$ cat config.mk
export PLATFORM = sky130hd
export DESIGN_NAME = junction_sequencer
export DESIGN_NICKNAME = d
export VERILOG_FILES = /design/src/rtl/junction_pkg.sv /design/src/rtl/interval_timer.sv /design/src/rtl/junction_sequencer.sv
export SDC_FILE = /design/constraint.sdc
export NUM_CORES = 1
export LEC_CHECK = 0
export ABC_CLOCK_PERIOD_IN_PS = 3750
export CELL_PAD_IN_SITES_DETAIL_PLACEMENT = 1
export CELL_PAD_IN_SITES_GLOBAL_PLACEMENT = 1
export CORE_UTILIZATION = 33
export CTS_CLUSTER_DIAMETER = 120
export DETAILED_ROUTE_END_ITERATION = 12
export GPL_TIMING_DRIVEN = 0
export HOLD_SLACK_MARGIN = 0.03
export PLACE_DENSITY_LB_ADDON = 0.1
export SETUP_SLACK_MARGIN = 0.02
export SYNTH_ARGS = -nofsm -noshare
export SYNTH_HDL_FRONTEND = slang
export SYNTH_SLANG_ARGS = --single-unit
$ cat constraint.sdc
create_clock -name clock -period 3.75 [get_ports clock]
set_input_delay 0.75 -clock clock [delete_from_list [all_inputs] [get_ports clock]]
set_output_delay 0.75 -clock clock [all_outputs]
set_load 0.01 [all_outputs]
$ cat src/rtl/junction_pkg.sv
// Shared types and default timing for the major/minor junction sequencer.
package junction_pkg;

  typedef enum logic [2:0] {
    MAJ_GRN  = 3'd0,
    MAJ_AMB  = 3'd1,
    RED_A    = 3'd2,
    MIN_GRN  = 3'd3,
    MIN_AMB  = 3'd4,
    PED_WALK = 3'd5,
    RED_B    = 3'd6
  } phase_t;

  typedef enum logic {
    CAR = 1'b0,
    PED = 1'b1
  } req_t;

  localparam int DEF_CNT_W     = 4;
  localparam int DEF_T_MAJ_MIN = 8;
  localparam int DEF_T_AMBER   = 3;
  localparam int DEF_T_ALLRED  = 1;
  localparam int DEF_T_MIN_GRN = 5;
  localparam int DEF_T_WALK    = 6;

endpackage

$ cat src/rtl/interval_timer.sv
// Tick-enabled down-counter; a load beats a coincident tick, expired while the count is zero.
module interval_timer #(
  parameter int CNT_W   = 4,
  parameter int RST_VAL = 8
) (
  input  logic             clock,
  input  logic             reset,
  input  logic             load,
  input  logic [CNT_W-1:0] load_val,
  input  logic             tick,
  output logic             expired
);

  logic [CNT_W-1:0] count;

  always_ff @(posedge clock) begin
    if (reset)
      count <= CNT_W'(RST_VAL);
    else if (load)
      count <= load_val;
    else if (tick && count != '0)
      count <= count - 1'b1;
  end

  assign expired = (count == '0);

endmodule

$ cat src/rtl/junction_sequencer.sv
// Three-aspect junction controller with latched minor-road and pedestrian requests.
// Pedestrian path (PED_WALK, ped_pend, round-robin) is built only with JUNCTION_PED_EN.
module junction_sequencer
  import junction_pkg::*;
#(
  parameter int CNT_W     = DEF_CNT_W,
  parameter int T_MAJ_MIN = DEF_T_MAJ_MIN,
  parameter int T_AMBER   = DEF_T_AMBER,
  parameter int T_ALLRED  = DEF_T_ALLRED,
  parameter int T_MIN_GRN = DEF_T_MIN_GRN,
  parameter int T_WALK    = DEF_T_WALK
) (
  input  logic       clock,
  input  logic       reset,
  input  logic       tick,
  input  logic       car,
  input  logic       ped_req,
  output logic       major_red,
  output logic       major_amber,
  output logic       major_green,
  output logic       minor_red,
  output logic       minor_amber,
  output logic       minor_green,
  output logic       walk,
  output logic [2:0] phase
);

  phase_t           state, state_nxt;
  logic             expired, load;
  logic [CNT_W-1:0] load_val;
  logic             car_pend;
  logic             ped_want;

`ifdef JUNCTION_PED_EN
  logic ped_pend;
  req_t last;
  assign ped_want = ped_pend;
`else
  logic ped_unused;
  assign ped_unused = ped_req;
  assign ped_want   = 1'b0;
`endif

  always_comb begin
    state_nxt = state;
    if (expired) begin
      case (state)
        MAJ_GRN:  if (car_pend || ped_want) state_nxt = MAJ_AMB;
        MAJ_AMB:  state_nxt = RED_A;
`ifdef JUNCTION_PED_EN
        // Both pending: serve whichever was not served last time.
        RED_A: begin
          if (car_pend && ped_pend) state_nxt = (last == PED) ? MIN_GRN : PED_WALK;
          else if (car_pend)        state_nxt = MIN_GRN;
          else if (ped_pend)        state_nxt = PED_WALK;
          else                      state_nxt = RED_B;
        end
`else
        RED_A:    state_nxt = MIN_GRN;
`endif
        MIN_GRN:  state_nxt = MIN_AMB;
        MIN_AMB:  state_nxt = RED_B;
        PED_WALK: state_nxt = RED_B;
        RED_B:    state_nxt = MAJ_GRN;
        default:  state_nxt = MAJ_GRN;
      endcase
    end
  end

  assign load = (state_nxt != state);

  always_comb begin
    case (state_nxt)
      MAJ_GRN:          load_val = CNT_W'(T_MAJ_MIN);
      MAJ_AMB, MIN_AMB: load_val = CNT_W'(T_AMBER);
      MIN_GRN:          load_val = CNT_W'(T_MIN_GRN);
      PED_WALK:         load_val = CNT_W'(T_WALK);
      default:          load_val = CNT_W'(T_ALLRED);
    endcase
  end

  interval_timer #(.CNT_W(CNT_W), .RST_VAL(T_MAJ_MIN)) u_timer (
    .clock    (clock),
    .reset    (reset),
    .load     (load),
    .load_val (load_val),
    .tick     (tick),
    .expired  (expired)
  );

  // Entering the serving state clears its request; requests seen while being served are dropped.
  always_ff @(posedge clock) begin
    if (reset) begin
      state    <= MAJ_GRN;
      car_pend <= 1'b0;
    end else begin
      state <= state_nxt;
      if (load && state_nxt == MIN_GRN) car_pend <= 1'b0;
      else if (car && state != MIN_GRN) car_pend <= 1'b1;
    end
  end

`ifdef JUNCTION_PED_EN
  always_ff @(posedge clock) begin
    if (reset) begin
      ped_pend <= 1'b0;
      last     <= PED;
    end else begin
      if (load && state_nxt == PED_WALK)    ped_pend <= 1'b0;
      else if (ped_req && state != PED_WALK) ped_pend <= 1'b1;
      if (load && state_nxt == MIN_GRN)  last <= CAR;
      if (load && state_nxt == PED_WALK) last <= PED;
    end
  end
`endif

  always_comb begin
    major_red   = 1'b1;
    major_amber = 1'b0;
    major_green = 1'b0;
    minor_red   = 1'b1;
    minor_amber = 1'b0;
    minor_green = 1'b0;
    walk        = 1'b0;
    case (state)
      MAJ_GRN: begin major_red = 1'b0; major_green = 1'b1; end
      MAJ_AMB: begin major_red = 1'b0; major_amber = 1'b1; end
      MIN_GRN: begin minor_red = 1'b0; minor_green = 1'b1; end
      MIN_AMB: begin minor_red = 1'b0; minor_amber = 1'b1; end
`ifdef JUNCTION_PED_EN
      PED_WALK: walk = 1'b1;
`endif
      default: ;
    endcase
  end

  assign phase = state;

endmodule

==> results of run 1 <==
==> power breakdown <==
group          internal [uW]  leakage (uW)  total, uW  switching (uW)
sequential              92.8     0.0000658        100            7.14
clock                   36.7     0.0000138       66.8            30.1
combinational           27.7      0.000178       58.7            31.0
==> layer usage <==
metal	vias up	part of all wire [%]	wire length, um	global-route usage (%)
met2	12	42	516	26.2
li1	253	-	-	-
met1	219	51	620	23.8
met3	4	4.2	51	4.44
met5	-	0	0	0
met4	0	2.7	33	12.5
==> cells by family (layout without fill, tap and decap cells) <==
family / count (synthesis) / after routing / synth area share (%)
adder cells (fa/ha/maj): 2 / 2 / 5.10
XOR/XNOR: 2 / 2 / 3.57
flip-flops: 8 / 8 / 32.7
other: 1 / 1 / 0.765
AND/OR/NAND/NOR: 26 / 26 / 28.1
multiplexers: 1 / 1 / 2.04
AO/OA/AOI/OAI: 16 / 16 / 17.9
buffers and inverters: 10 / 24 / 9.95
==> final timing paths <==
check / end
worst max-delay path: minor_green
worst min-delay path: car_pend
worst max register to register: u_timer.count[0]
worst min register to register: car_pend
==> critical path, stage by stage (launching register included) <==
cell	delay, ns
sky130_fd_sc_hd__dfxtp_1	0.33
sky130_fd_sc_hd__clkbuf_1	0.24
sky130_fd_sc_hd__nor2b_1	0.27
sky130_fd_sc_hd__nand2_1	0.10
sky130_fd_sc_hd__inv_1	0.12
sky130_fd_sc_hd__clkdlybuf4s50_1	0.54
==> stage by stage <==
stage               setup slack (ns)  hold slack (ns)  util, %  cells  instance area (um^2)
floorplan                       1.85            0.504        -     66                   490
global placement                1.44            0.529     46.4     92                   619
detailed placement              1.43            0.545     46.4     92                   619
CTS                             1.14            0.556     48.1     95                   642
global route                    1.01            0.594     48.1     95                   642
finish                          1.16            0.553     48.1     95                   642
==> final cells by class <==
cell class | instances | area, um^2
sequential | 8 | 160
clock buffer | 3 | 22.5
timing repair buffer | 11 | 110
buffer | 6 | 33.8
tap | 15 | 18.8
inverter | 4 | 15.0
fill | 181 | 692
multi-input combinational | 48 | 282
==> registers in the layout, indices dropped and copies added (netlist names) <==
name / count
car_pend: 1
u_timer.count: 4
phase: 3
==> cells in the final DEF (no fill, tap or decap) <==
master	n
sky130_fd_sc_hd__clkbuf_1	3
sky130_fd_sc_hd__clkbuf_4	3
sky130_fd_sc_hd__dfxtp_1	8
sky130_fd_sc_hd__nand2_1	4
sky130_fd_sc_hd__a22oi_1	1
sky130_fd_sc_hd__nor2_1	8
sky130_fd_sc_hd__o21ai_0	5
sky130_fd_sc_hd__or3_1	1
sky130_fd_sc_hd__buf_4	1
sky130_fd_sc_hd__nor2b_1	2
sky130_fd_sc_hd__ha_1	2
sky130_fd_sc_hd__a21oi_1	8
sky130_fd_sc_hd__conb_1	1
sky130_fd_sc_hd__nor4_1	1
sky130_fd_sc_hd__and4bb_2	1
sky130_fd_sc_hd__clkdlybuf4s50_1	11
sky130_fd_sc_hd__or2_2	1
sky130_fd_sc_hd__or3b_1	1
sky130_fd_sc_hd__buf_6	1
sky130_fd_sc_hd__nor3_1	3
sky130_fd_sc_hd__xor2_1	2
sky130_fd_sc_hd__mux2i_1	1
sky130_fd_sc_hd__nor3b_1	2
sky130_fd_sc_hd__buf_1	1
sky130_fd_sc_hd__nand3_1	2
sky130_fd_sc_hd__a211oi_1	2
sky130_fd_sc_hd__inv_1	4
==> impl_table.tex, run 1 <==
\begin{tabular}{lr}
\hline
Metric & Value \\
\hline
\multicolumn{2}{l}{\textbf{Logic synthesis}} \\
\quad Area of the mapped netlist & 490 um\^{}2 \\
\quad Share of flip-flops with an asynchronous set or reset after synthesis & 0\% \\
\quad Cell taking the most area after synthesis & sky130\_fd\_sc\_hd\_\_dfxtp\_1 \\
\quad Flip-flop and latch count after synthesis & 8 \\
\quad Share of the synthesized area in the top cell type & 32.7\% \\
\quad Number of flops mapped to enable cells by yosys & 0 \\
\quad Post-synthesis cell count & 66 \\
\quad Register area share after synthesis & 32.7\% \\
\quad Mapped Nets & 73 \\
\quad Main flop type after synthesis & sky130\_fd\_sc\_hd\_\_dfxtp\_1 \\
\quad Number of distinct library cells after synthesis & 25 \\
\quad Commonest cells post-synth & 8 x sky130\_fd\_sc\_hd\_\_a21oi\_1, 8 x sky130\_fd\_sc\_hd\_\_dfxtp\_1, 8 x sky130\_fd\_sc\_hd\_\_nor2\_1 \\
\quad Yosys warning count & 0 \\
\quad Syn avg cell area & 7.43 um\^{}2 \\
\quad Synth top area cells & sky130\_fd\_sc\_hd\_\_dfxtp\_1 33\%, sky130\_fd\_sc\_hd\_\_a21oi\_1 8.2\%, sky130\_fd\_sc\_hd\_\_nor2\_1 6.1\% \\
\multicolumn{2}{l}{\textbf{Critical path}} \\
\quad Crit path launch & phase[0] \\
\quad Number of cells traversed by the worst register-to-register path & 7 \\
\quad CP Data Required Time & 3.00 ns \\
\quad Critical Path End Type & primary output \\
\quad Startpoint of the lowest-slack register-to-register path & u\_timer.count[0] \\
\quad Worst endpoint data arrival time & 1.84 ns \\
\quad Crit path launch type & register \\
\quad Maximum fanout encountered on the critical timing path & 7 \\
\quad Type of the worst setup path & register to primary output \\
\quad FF-to-FF setup slack & 2.10 ns \\
\multicolumn{2}{l}{\textbf{STA}} \\
\quad Final setup vio count & 0 \\
\quad Final max-slew violation count & 0 \\
\quad Clock Skews & 0.00504 ns \\
\quad Fin. Hold Viols & 0 \\
\quad Share of the clock period used by the worst path & 69.2\% \\
\quad Period minus WS final & 2.59 ns \\
\quad Final TNS setup & 0 ns \\
\quad RSZ-0062 raised after global routing & no \\
\quad Highest achievable clock rate & 386 MHz \\
\multicolumn{2}{l}{\textbf{Final layout}} \\
\quad Ratio of cells with drive above 1 in the final layout & 8.75\% \\
\quad Final net count & 89 \\
\quad Synth-to-Final Area Change & 30.9\% \\
\quad Number of antenna diodes & 0 \\
\multicolumn{2}{l}{\textbf{Routing}} \\
\quad Per-cell via count in the routed design & 5.14 \\
\quad Routed length per placed instance & 12.9 um \\
\quad DRC Markers & 0 \\
\quad Vias post-DR & 488 \\
\quad Drt total wl & 1220 um \\
\quad Number of detailed-route iterations in the first pass & 2 \\
\quad Post-DRT Antenna Nets & 0 \\
\quad Violation count after the first detailed-route iteration & 6 \\
\multicolumn{2}{l}{\textbf{Die}} \\
\quad Die height & 40.6 um \\
\quad Num rows & 13 \\
\quad Die Span X & 40.6 um \\
\quad Starting density of the core & 36.8\% \\
\quad Die footprint & 1640 um\^{}2 \\
\quad CORE AREA & 1330 um\^{}2 \\
\quad \# IOs & 15 \\
\multicolumn{2}{l}{\textbf{GRT}} \\
\quad Antenna violations before repair & 0 \\
\quad Vias in the first global route & 429 \\
\quad GRT Total Usage & 18.3\% \\
\quad Pin count of the biggest net entering global routing & 11 \\
\quad Global route overflow & 0 \\
\quad Global-route wire length before repair & 1950 um \\
\multicolumn{2}{l}{\textbf{Clock tree}} \\
\quad Number of H-tree levels & 1 \\
\quad Clock-pin slew reported for the worst setup and hold paths after clock tree synthesis & 0.06 ns \\
\quad Number of post-CTS setup repair buffers & 0 \\
\quad Max clock buf depth & 2 \\
\quad Clock sink total & 8 \\
\quad Total clock buffers created by CTS & 3 \\
\quad Root buf cell & sky130\_fd\_sc\_hd\_\_clkbuf\_4 \\
\quad Clock tree from TritonCTS & yes \\
\quad Post-cts gate resize count & 0 \\
\quad Hold-fix buffers, CTS & 0 \\
\quad Clk Latency, worst-skew pair & 0.25 ns \\
\multicolumn{2}{l}{\textbf{Placed design}} \\
\quad Routability-driven placement congestion ratio & 0.709 \\
\quad Half-perimeter wire length of the detailed placement result & 939 um \\
\quad Count of input and output buffers & 11 \\
\multicolumn{2}{l}{\textbf{Power and ir drop}} \\
\quad Pwr per Cell Area & 351 nW/um\^{}2 \\
\quad LEAKAGE & 0.000258 uW \\
\quad Power Total & 226 uW \\
\quad Peak supply drop & 0.130 mV \\
\multicolumn{2}{l}{\textbf{Hold path}} \\
\quad Worst Hold Depth & 2 \\
\quad Class of the tightest hold or removal check & register to register \\
\quad Hold wc startpoint & car\_pend \\
\multicolumn{2}{l}{\textbf{Job}} \\
\quad Maximum capacitance violations & 0 \\
\multicolumn{2}{l}{\textbf{Run status}} \\
\quad Status & completed \\
\hline
\end{tabular}
Power figures use the tool's default switching activity.
==> inputs of run 2 (changes only) <==
ABC_CLOCK_PERIOD_IN_PS = 2500   (was 3750)
CORE_UTILIZATION = 30   (was 33)
clock period = 2.5 ns   (was 3.75 ns; I/O delays follow)
==> run 2 against run 1 <==
Against the previous run: critical path depth did not move; worst hold slack worse by 0.0016 ns; utilization decreased by 5.9 points; worst setup slack got worse by 0.99 ns; non-clock buffer count unchanged; sequential cell count is the same; routed wire length decreased by 4.2%; power up 48%; via count fell by 3.5%; largest power group unchanged; sequential power grew 50%; clock-buffer cell count did not move.
==> impl_table.tex, run 2 (synthesized netlist as in run 1, its figures left out) <==
\begin{tabular}{lr}
\hline
Metric & Value \\
\hline
\multicolumn{2}{l}{\textbf{Die}} \\
\quad Die footprint & 1800 um\^{}2 (+9.5\%) \\
\quad CORE AREA & 1520 um\^{}2 (+14\%) \\
\quad Num rows & 14 (+1) \\
\quad Die Span X & 42.4 um (+4.6\%) \\
\quad \# IOs & 15 (unchanged) \\
\quad Die height & 42.4 um (+4.6\%) \\
\quad Starting density of the core & 32.2\% (-4.6 points) \\
\multicolumn{2}{l}{\textbf{Critical path}} \\
\quad Type of the worst setup path & register to primary output \\
\quad Largest delay contributor family on the critical path & buffers and inverters \\
\quad Buffers and inverters on the worst path & 3 (unchanged) \\
\quad Worst endpoint data arrival time & 1.84 ns (about the same) \\
\quad Maximum fanout encountered on the critical timing path & 7 (unchanged) \\
\quad Delay of the slowest cell on the worst path & 0.54 ns (about the same) \\
\quad CP Data Required Time & 2.00 ns (-1.00 ns) \\
\quad Crit path launch type & register \\
\quad Critical Path End Type & primary output \\
\quad Cell with the biggest individual delay on the critical path & sky130\_fd\_sc\_hd\_\_clkdlybuf4s50\_1 \\
\quad Worst-path cell chain & clkbuf\_1, nor2b\_1, nand2\_1, inv\_1, clkdlybuf4s50\_1 \\
\multicolumn{2}{l}{\textbf{GRT}} \\
\quad Most utilized layer in the global route result & met1 \\
\quad Vias in the first global route & 452 (+5.4\%) \\
\quad Pin count of the biggest net entering global routing & 11 (unchanged) \\
\quad Global-route wire length before repair & 1980 um (+1.8\%) \\
\quad Antenna violations before repair & 0 (unchanged) \\
\quad Global route overflow & 0 (unchanged) \\
\quad GRT Total Usage & 14.9\% (-3.4 points) \\
\quad Fraction of met3 tracks used by global routing & 3.88\% (-0.57 points) \\
\quad GR Util met2 & 20.3\% (-5.9 points) \\
\quad Met1 usage in global routing & 20.6\% (-3.2 points) \\
\multicolumn{2}{l}{\textbf{Clock tree}} \\
\quad Clk Latency, worst-skew pair & 0.25 ns (about the same) \\
\quad Hold-fix buffers, CTS & 0 (unchanged) \\
\quad Clock sink total & 8 (unchanged) \\
\quad Number of post-CTS setup repair buffers & 0 (unchanged) \\
\quad Number of H-tree levels & 1 (unchanged) \\
\quad Root buf cell & sky130\_fd\_sc\_hd\_\_clkbuf\_4 \\
\quad Clock-pin slew reported for the worst setup and hold paths after clock tree synthesis & 0.06 ns (about the same) \\
\quad Clock tree from TritonCTS & yes \\
\quad Max clock buf depth & 2 (unchanged) \\
\quad Total clock buffers created by CTS & 3 (unchanged) \\
\quad Post-cts gate resize count & 0 (unchanged) \\
\multicolumn{2}{l}{\textbf{Placed design}} \\
\quad Routability-driven placement congestion ratio & 0.798 (+13\%) \\
\quad Half-perimeter wire length of the detailed placement result & 882 um (-6.1\%) \\
\quad Dpl ws & 0.420 ns (-1.01 ns) \\
\quad Count of input and output buffers & 11 (unchanged) \\
\multicolumn{2}{l}{\textbf{Power and ir drop}} \\
\quad Peak supply drop & 0.225 mV (+73\%) \\
\quad LEAKAGE & 0.000258 uW (unchanged) \\
\quad Pwr per Cell Area & 518 nW/um\^{}2 (+47\%) \\
\multicolumn{2}{l}{\textbf{Final layout}} \\
\quad Synth-to-Final Area Change & 31.1\% \\
\quad Ratio of cells with drive above 1 in the final layout & 8.75\% (unchanged) \\
\quad Most flop-heavy register & u\_timer.count \\
\quad Flip-flop count of the largest register, all copies and words added & 4 (unchanged) \\
\quad Number of antenna diodes & 0 (unchanged) \\
\quad Layout fillers & 206 (+14\%) \\
\quad Final net count & 89 (unchanged) \\
\quad Most frequent standard cell in the layout excluding fill and tap cells & sky130\_fd\_sc\_hd\_\_clkdlybuf4s50\_1 \\
\quad Most frequent cells in the layout & 11 x sky130\_fd\_sc\_hd\_\_clkdlybuf4s50\_1, 8 x sky130\_fd\_sc\_hd\_\_nor2\_1, 8 x sky130\_fd\_sc\_hd\_\_a21oi\_1, 8 x sky130\_fd\_sc\_hd\_\_dfxtp\_1, 5 x sky130\_fd\_sc\_hd\_\_o21ai\_0 \\
\multicolumn{2}{l}{\textbf{STA}} \\
\quad Fin. Hold Viols & 0 (unchanged) \\
\quad Highest achievable clock rate & 428 MHz \\
\quad Final setup vio count & 0 (unchanged) \\
\quad RSZ-0062 raised after global routing & no \\
\quad Share of the clock period used by the worst path & 93.5\% \\
\quad Period minus WS final & 2.34 ns \\
\quad Least setup slack across all paths after layout & 0.163 ns (-0.993 ns) \\
\quad Final TNS setup & 0 ns (unchanged) \\
\quad Final max-slew violation count & 0 (unchanged) \\
\quad Clock Skews & 0.00292 ns (-0.00212 ns) \\
\multicolumn{2}{l}{\textbf{Run status}} \\
\quad Status & completed \\
\multicolumn{2}{l}{\textbf{Routing}} \\
\quad DRC Markers & 0 (unchanged) \\
\quad Drt total wl & 1170 um (-4.2\%) \\
\quad Post-DRT Antenna Nets & 0 (unchanged) \\
\quad Number of detailed-route iterations in the first pass & 1 (-1) \\
\quad Per-cell via count in the routed design & 4.91 (-4.5\%) \\
\quad Vias post-DR & 471 (-3.5\%) \\
\quad Routed length per placed instance & 12.2 um (-5.2\%) \\
\quad Violation count after the first detailed-route iteration & 0 (-6) \\
\multicolumn{2}{l}{\textbf{Job}} \\
\quad Maximum capacitance violations & 0 (unchanged) \\
\multicolumn{2}{l}{\textbf{Hold path}} \\
\quad Class of the tightest hold or removal check & register to register \\
\hline
\end{tabular}
[run 2: metrics by stage]
step	power [uW]	hold WS (ns)	utilization, %	instances	area (um^2)
2_1_floorplan	213	0.504	-	66	490
3_3_place_gp	238	0.529	40.7	93	621
3_5_place_dp	239	0.537	40.7	93	621
4_1_cts	339	0.552	42.2	96	643
5_1_grt	363	0.599	42.2	96	643
6_report	333	0.552	42.2	96	643
[run 2: worst paths after layout]
kind | from | endpoint | slack [ns] | cells past startpoint
max | phase[0] | minor_green | 0.16 | 5
max reg2reg | u_timer.count[0] | u_timer.count[0] | 0.84 | 7
min reg2reg | car_pend | car_pend | 0.55 | 2
min | car_pend | car_pend | 0.55 | 2
[run 2: cell type report]
| type | instances | area [um^2] | share of cell area [%] |
|---|---|---|---|
| clock buffers | 3 | 22.5 | 3.50 |
| well taps | 16 | 20.0 | 3.11 |
| flip-flops and latches | 8 | 160 | 24.9 |
| multi-input cells | 48 | 282 | 43.8 |
| plain buffers | 6 | 33.8 | 5.25 |
| repair buffers | 11 | 110 | 17.1 |
| inverters | 4 | 15.0 | 2.33 |
[run 2: per-layer routing]
metal  up-vias  share of wire, %  wire length, um
li1        251                 -                -
met1       209                53              626
met2         9                41              478
met3         2               4.7               55
met4         0              0.94               11
met5         -                 0                0
[run 2: report_power, final]
group	internal (uW)	leakage (uW)	switching, uW
combinational	41.5	0.000178	44.8
sequential	139	0.0000658	10.9
clock	54.8	0.0000138	41.9
[run 2: worst reg2reg max path, delay by kind of cell, from the launching register on]
kind / cells / cell delay [ns]
AOI/OAI and AO/OA: 3 / 0.48
and+or+nand+nor: 1 / 0.36
DFF: 1 / 0.33
buffers and inverters: 2 / 0.25
adders and majority gates: 1 / 0.18
